`src/rtl/aes_out_serializer.sv`:
```
// ============================================================================
// Module   : aes_out_serializer
// Purpose  : Captures AES_top ciphertext blocks into a small FIFO and streams
//            them out as 32-bit words over valid/ready.
//            Optional even-parity output: define AES_SER_PARITY_EN.
// Revision : 1.0  initial release
// ============================================================================
`default_nettype none

module aes_out_serializer #(
    parameter int DEPTH     = 2,
    parameter bit MSW_FIRST = 1'b1
) (
    input  logic                     AES_clk,
    input  logic                     AES_rst_n,
    input  logic                     AES_data_out_valid,
    input  logic [127:0]             AES_data_out,
    output logic [31:0]              ser_data,
    output logic                     ser_valid,
    input  logic                     ser_ready,
    output logic                     ser_last,
    output logic                     ser_overflow,
    input  logic                     ser_clr_ovf,
`ifdef AES_SER_PARITY_EN
    output logic                     ser_parity,
`endif
    output logic [$clog2(DEPTH):0]   ser_fill
);

    localparam int                PTR_W       = (DEPTH > 1) ? $clog2(DEPTH) : 1;
    localparam int                FILL_W      = $clog2(DEPTH) + 1;
    localparam logic [PTR_W-1:0]  c_last_ptr  = PTR_W'(DEPTH - 1);
    localparam logic [FILL_W-1:0] c_full_fill = FILL_W'(DEPTH);

    logic [127:0]      r_mem [DEPTH];
    logic [PTR_W-1:0]  r_wr_ptr;
    logic [PTR_W-1:0]  r_rd_ptr;
    logic [FILL_W-1:0] r_fill;
    logic [1:0]        r_idx;
    logic              r_valid_d;
    logic              r_ovf;

    logic              w_cap;
    logic              w_full;
    logic              w_hs;
    logic              w_pop;
    logic              w_wr;
    logic [1:0]        w_sel;
    logic [127:0]      w_head;

    assign w_cap  = AES_data_out_valid & ~r_valid_d;
    assign w_full = (r_fill == c_full_fill);
    assign w_hs   = ser_valid & ser_ready;
    assign w_pop  = w_hs & (r_idx == 2'd3);
    // A full FIFO still accepts a block when its head is retiring on the same edge.
    assign w_wr   = w_cap & (~w_full | w_pop);

    // MSW-first walks the block from the top word down (3 - idx).
    assign w_sel  = MSW_FIRST ? ~r_idx : r_idx;
    assign w_head = r_mem[r_rd_ptr];

    assign ser_valid    = (r_fill != '0);
    assign ser_data     = ser_valid ? w_head[{w_sel, 5'b0} +: 32] : 32'h0;
    assign ser_last     = ser_valid & (r_idx == 2'd3);
    assign ser_overflow = r_ovf;
    assign ser_fill     = r_fill;

    always_ff @(posedge AES_clk) begin
        if (w_wr) begin
            r_mem[r_wr_ptr] <= AES_data_out;
        end
    end

    always_ff @(posedge AES_clk or negedge AES_rst_n) begin
        if (!AES_rst_n) begin
            r_valid_d <= 1'b0;
            r_wr_ptr  <= '0;
            r_rd_ptr  <= '0;
            r_fill    <= '0;
            r_idx     <= 2'd0;
            r_ovf     <= 1'b0;
        end else begin
            r_valid_d <= AES_data_out_valid;

            if (w_wr) begin
                r_wr_ptr <= (r_wr_ptr == c_last_ptr) ? '0 : r_wr_ptr + 1'b1;
            end

            if (w_hs) begin
                r_idx <= r_idx + 2'd1;
            end

            if (w_pop) begin
                r_rd_ptr <= (r_rd_ptr == c_last_ptr) ? '0 : r_rd_ptr + 1'b1;
            end

            case ({w_wr, w_pop})
                2'b10:   r_fill <= r_fill + 1'b1;
                2'b01:   r_fill <= r_fill - 1'b1;
                default: r_fill <= r_fill;
            endcase

            // A fresh drop outranks a simultaneous clear.
            if (w_cap & w_full & ~w_pop) begin
                r_ovf <= 1'b1;
            end else if (ser_clr_ovf) begin
                r_ovf <= 1'b0;
            end
        end
    end

`ifdef AES_SER_PARITY_EN
    logic [3:0] r_par [DEPTH];
    logic [3:0] w_cap_par;
    logic [3:0] w_head_par;

    always_comb begin
        w_cap_par = 4'b0;
        for (int k = 0; k < 4; k++) begin
            w_cap_par[k] = ^AES_data_out[k*32 +: 32];
        end
    end

    always_ff @(posedge AES_clk) begin
        if (w_wr) begin
            r_par[r_wr_ptr] <= w_cap_par;
        end
    end

    assign w_head_par = r_par[r_rd_ptr];
    assign ser_parity = ser_valid & w_head_par[w_sel];
`endif

endmodule

`default_nettype wire

```
`config.mk`:
```
export PLATFORM = sky130hd
export DESIGN_NAME = aes_out_serializer
export DESIGN_NICKNAME = d
export VERILOG_FILES = /design/src/rtl/aes_out_serializer.sv
export SDC_FILE = /design/constraint.sdc
export NUM_CORES = 1
export LEC_CHECK = 0
export BUFFER_PORTS_ARGS = -buffer_cell sky130_fd_sc_hd__buf_2
export CAP_MARGIN = 25
export CORE_ASPECT_RATIO = 0.9
export CORE_MARGIN = 10
export CORE_UTILIZATION = 45
export CTS_CLUSTER_SIZE = 8
export DETAILED_ROUTE_END_ITERATION = 8
export MAX_ROUTING_LAYER = met4
export PLACE_DENSITY = 0.66
export SLEW_MARGIN = 20
export SYNTH_ARGS = -nofsm -noshare
export SYNTH_HDL_FRONTEND = slang
export SYNTH_SLANG_ARGS = --single-unit
```
`constraint.sdc`:
```
create_clock -name AES_clk -period 23 [get_ports AES_clk]
set_input_delay 2.3 -clock AES_clk [delete_from_list [all_inputs] [get_ports AES_clk]]
set_output_delay 2.3 -clock AES_clk [all_outputs]
set_load 0.05 [all_outputs]
```
# Word level (Yosys, flattened, before mapping)
# Memory sizes are Yosys's and may differ from the RTL's.
# Cells that the tools add are included.
# op_classes
multipliers,0
muxes,8
reduce_logical,3
n_bitwise,12
div,0
add_sub_neg,5
eq_ne,4
order_cmp,0
shift,1
# op_table
cell,count
variable part select 128 x 8 -> 32 bit,1
2-to-1 mux 32 bit,1
AND 1 bit,7
== test 2 bit (second input constant),3
2-to-1 mux 1 bit,6
nonzero test 2 bit,3
adder 2 x 1 -> 2 bit (second input constant),2
one-hot mux 2 bit (2 select lines),1
NOT 1 bit,3
adder 1 bit (second input constant),2
== test 2 x 1 -> 1 bit (second input constant),1
NOT 2 bit,1
subtractor 2 x 1 -> 2 bit (second input constant),1
bitwise OR 1 bit,1
# word_totals
mem_count,1
inputBits,133
word_cells,40
latch_bits,0
output_inout_bits,37
mem_bits_ro,0
ram_bits,256
ff_bits,8
# memory_table
name,words,width,rd,rd_clocked_by_memory_dff,wr,line,source
r_mem,2,128,1,0,1,35,logic [127:0] r_mem [DEPTH];

# Logic depth before layout (Yosys ltp)
# logic_depth
ltp_word,7
mapped_depth,6
depth_no_buf,4

# Worst setup path before layout
# OpenSTA, ideal clock, no wires.
# synth_timing
kind,input port to flip-flop
startpoint,input ser_ready
endpoint,"memory r_mem[0][0], enable pin"
required_time_ps,22368
stages,3
setup_time_ps,632
arrival_time_ps,8301
n_path_buf,0
setup_slack_ps,14067
path_cell_list,nand2_1 > a21oi_1 > nor2b_1
# synth_between
elab_chain_cells,6
# synth_lines
element,line,source
"start, declared",20,"input logic ser_ready,"
AND 1 bit,53,assign w_hs = ser_valid & ser_ready;
AND 1 bit,54,assign w_pop = w_hs & (r_idx == 2'd3);
bitwise OR 1 bit,56,assign w_wr = w_cap & (~w_full | w_pop);
AND 1 bit,56,
2-to-1 mux 1 bit,69,if (w_wr) begin
2-to-1 mux 1 bit (implied by the code),70,r_mem[r_wr_ptr] <= AES_data_out;
"end, declared",35,
# No other way between the ends.

# Worst setup path after layout
# layout_timing
startpoint,register r_rd_ptr
endpoint,output ser_data[5]
# layout_between
elab_chain_cells,3
# layout_lines
element,line,source
"start, declared",37,logic [PTR_W-1:0] r_rd_ptr;
"start signal, assigned",94,r_rd_ptr <= (r_rd_ptr == c_last_ptr) ? '0 : r_rd_ptr + 1'b1;
memory read (2 x 128 bit),-,
variable part select 128 x 8 -> 32 bit,63,"assign ser_data = ser_valid ? w_head[{w_sel, 5'b0} +: 32] : 32'h0;"
2-to-1 mux 32 bit,63,
"end, declared",18,"output logic [31:0] ser_data,"
# No other way between the ends.

==> flow_summary.ini <==
[status]
status = finished, final reports clean

[timing]
slew_viol_final = 0
setup_viol = 0
rsz0062_at_grt = no
skew_ns = 0.0173
max_freq_mhz = 181
fin_crit_sh_pct = 24.1
hold_violations = 0
slew_headroom_pct = 36.8
setup_tns_ns = 0
min_period_ns = 5.54
worstMarginPinSlew_ns = 0.948

[floorplanning]
die_y_microns = 165
core_sq_mm = 0.0227
die_x_microns = 181
start_util_pct = 46.3
die_area_sq_mm = 0.0299
boundaryPins = 170
rows = 52

[route]
avgRoutedWirePerCell_microns = 21.4
drc_errors = 0
vias_per_cell = 5.34
wirelength_microns = 23100
via_count = 5768
drt_iter0_markers = 292
firstDrtPassIters = 4
antenna_left = 0

[cells_and_area]
area_delta_synth_final_pct = 20.0
final_cells = 1080
multiInputGateArea_sq_mm = 0.00237
post-route-util_pct = 55.5
layout.nets = 902
final_area_sq_mm = 0.0126
seq_area_sq_mm = 0.00789
drive_gt1_share_pct = 40.9
antenna_cells = 0
nFillCells = 1803

[hold_path]
hold_end = ser_overflow$_DFFE_PN0P_
worst_hold_path_type = flop to flop
min_path_cells = 2
worstHoldStart = ser_overflow$_DFFE_PN0P_

[yosys]
synth_nets = 721
synthArstFlopShare_pct = 3.03
synthTopCellsByArea = edfxtp_1 73%, mux2_2 7.2%, mux2_4 4.3%
synth_cell_types = 30
yosys_warnings = 0
syn_avg_cell_area_sq_um = 17.9
synth_edf_count = 256
yosys-top-cells-count = 256 x edfxtp_1, 67 x mux2_2, 36 x nor2b_1, 33 x a211oi_1
yosysSeqAreaShare_pct = 75.1
synthesis.area_sq_mm = 0.0105
ys_ff_latch = 264
yosysMostFrequentCell = edfxtp_1
yosysTopAreaCell = edfxtp_1
synth_flop_cell = edfxtp_1
netlist.area_leader.share_pct = 73.2
synthCells = 587

[cts]
cts_hold_repair.buffers = 0
h-tree-depth = 2
cts_root_buffer = clkbuf_16
post-cts-setup-buffer-count = 0
clock_sinks = 264
clkTransAtPathRegs_ns = 0.05
postCtsResizedCells = 0
cts_made_buffers = 38
clockBufferDepth = 3
clk_latency_ns = 0.50
cts_tree = yes

[setup_path]
r2r-end = r_mem[0][100]$_DFFE_PP_
worst_setup_path_start_kind = flop
timing.rr.start = r_idx[0]$_DFFE_PN0P_
worstSetupPathType = flop to primary output
endpoint_kind = primary output
r2r_cells = 6
r2r_slack_ns = 19.68
worstPathMaxFanout = 70
crit_required_ns = 20.70
worstPathArrival_ns = 3.24

[place]
gp_congestion = 0.746
dpl.hpwl_microns = 14600
port_buffers = 169
dp.cells = 1025
place_area_sq_mm = 0.0116

[global_route]
grt_use_total_pct = 15.2
grt_antenna_before_repair = 0
grt_max_degree = 71
grt_pass1_wl_microns = 35100
grt_overflow = 0
grt_pass1_vias = 6330

[power]
pwr-share-seq_pct = 35.8
power_mw = 1.73
pwr-share-comb_pct = 36.1
power_frac_clock_pct = 28.2
power.density_mw_per_mm2 = 137
p_sw_share_pct = 36.5
p_leak_nw = 4.50
intPower_mw = 1.10
switching_power_mw = 0.631
peakVddDrop_mv = 0.134

[run]
drv_cap = 0
==> final cells by class <==
cell class                      instances  share of cell area (%)
Sequential cell                       264                    62.6
Multi-Input combinational cell        286                    18.8
Clock buffer                           54                    8.19
Timing Repair Buffer                  176                    7.29
Tap cell                              297                    2.95
Clock inverter                          1                  0.0695
Inverter                                2                  0.0596
==> placed cells by master (no fill, tap or decap), types with 2 or more instances in the layout <==
cell type and count:
edfxtp_1 256, buf_2 169, mux2_2 67, clkbuf_16 39, nor2b_1 35, a211oi_1 33
o22ai_1 32, nor3_1 32, mux2_4 30, o21ai_1 30, clkbuf_1 15, dfrtp_1 7
buf_4 6, o21ai_0 5, nand2b_2 2, nand2_1 2, a21oi_1 2, xor2_1 2
inv_1 2
==> how the worst max path moves through the flow <==
stage | endpoint | cells past startpoint | startpoint
2_1_floorplan | r_mem[0][0]$_DFFE_PP_ | 3 | ser_ready
3_3_place_gp | ser_data[5] | 6 | r_rd_ptr$_DFFE_PN0P_
3_5_place_dp | r_mem[0][64]$_DFFE_PP_ | 6 | ser_ready
4_1_cts | ser_data[5] | 6 | r_rd_ptr$_DFFE_PN0P_
5_1_grt | ser_data[5] | 6 | r_rd_ptr$_DFFE_PN0P_
6_report | ser_data[5] | 6 | r_rd_ptr$_DFFE_PN0P_
==> sequential cells by signal, indices dropped and copies added, names as in the netlist <==
name          flops
r_idx             2
ser_overflow      1
r_mem           256
r_valid_d         1
r_rd_ptr          1
ser_fill          2
r_wr_ptr          1
==> cells by family after synthesis <==
kind of cell | Yosys count | synth area share, %
flip-flops | 264 | 75.1
AO/OA/AOI/OAI | 103 | 6.09
multiplexers | 98 | 11.6
AND/OR/NAND/NOR | 81 | 4.41
buffers and inverters | 37 | 2.47
XOR/XNOR | 3 | 0.250
adder cells (fa/ha/maj) | 1 | 0.119
==> power groups by stage <==
stage / Sequential (mW) / Combinational (mW) / Clock, mW
CTS: 0.620 / 0.636 / 0.497
floorplan: 0.637 / 0.489 / 0
finish: 0.619 / 0.624 / 0.487
global placement: 0.624 / 0.618 / 0
global route: 0.624 / 0.667 / 0.520
detailed placement: 0.628 / 0.633 / 0
==> metal layers <==
layer,vias to the layer above,global-route usage [%],part of all wire [%]
li1,2694,-,-
met1,2857,18.8,44
met2,177,25.1,50
met3,40,3.15,4.8
met4,0,4.32,1.8
met5,-,-,0
==> through the flow <==
stage	worst slack, ns	hold slack (ns)
6_report	17.46	0.528
3_5_place_dp	17.93	0.521
2_1_floorplan	14.07	0.455
3_3_place_gp	17.52	0.515
5_1_grt	17.25	0.560
4_1_cts	17.43	0.531
==> worst max-delay path: stages, from the launching register on <==
cell,delay (ns)
dfrtp_4,0.38
buf_4,0.44
buf_4,0.77
mux2_2,0.29
o22ai_1,0.08
nor3_1,0.37
buf_2,0.34
(Power assumes the default switching activity.)
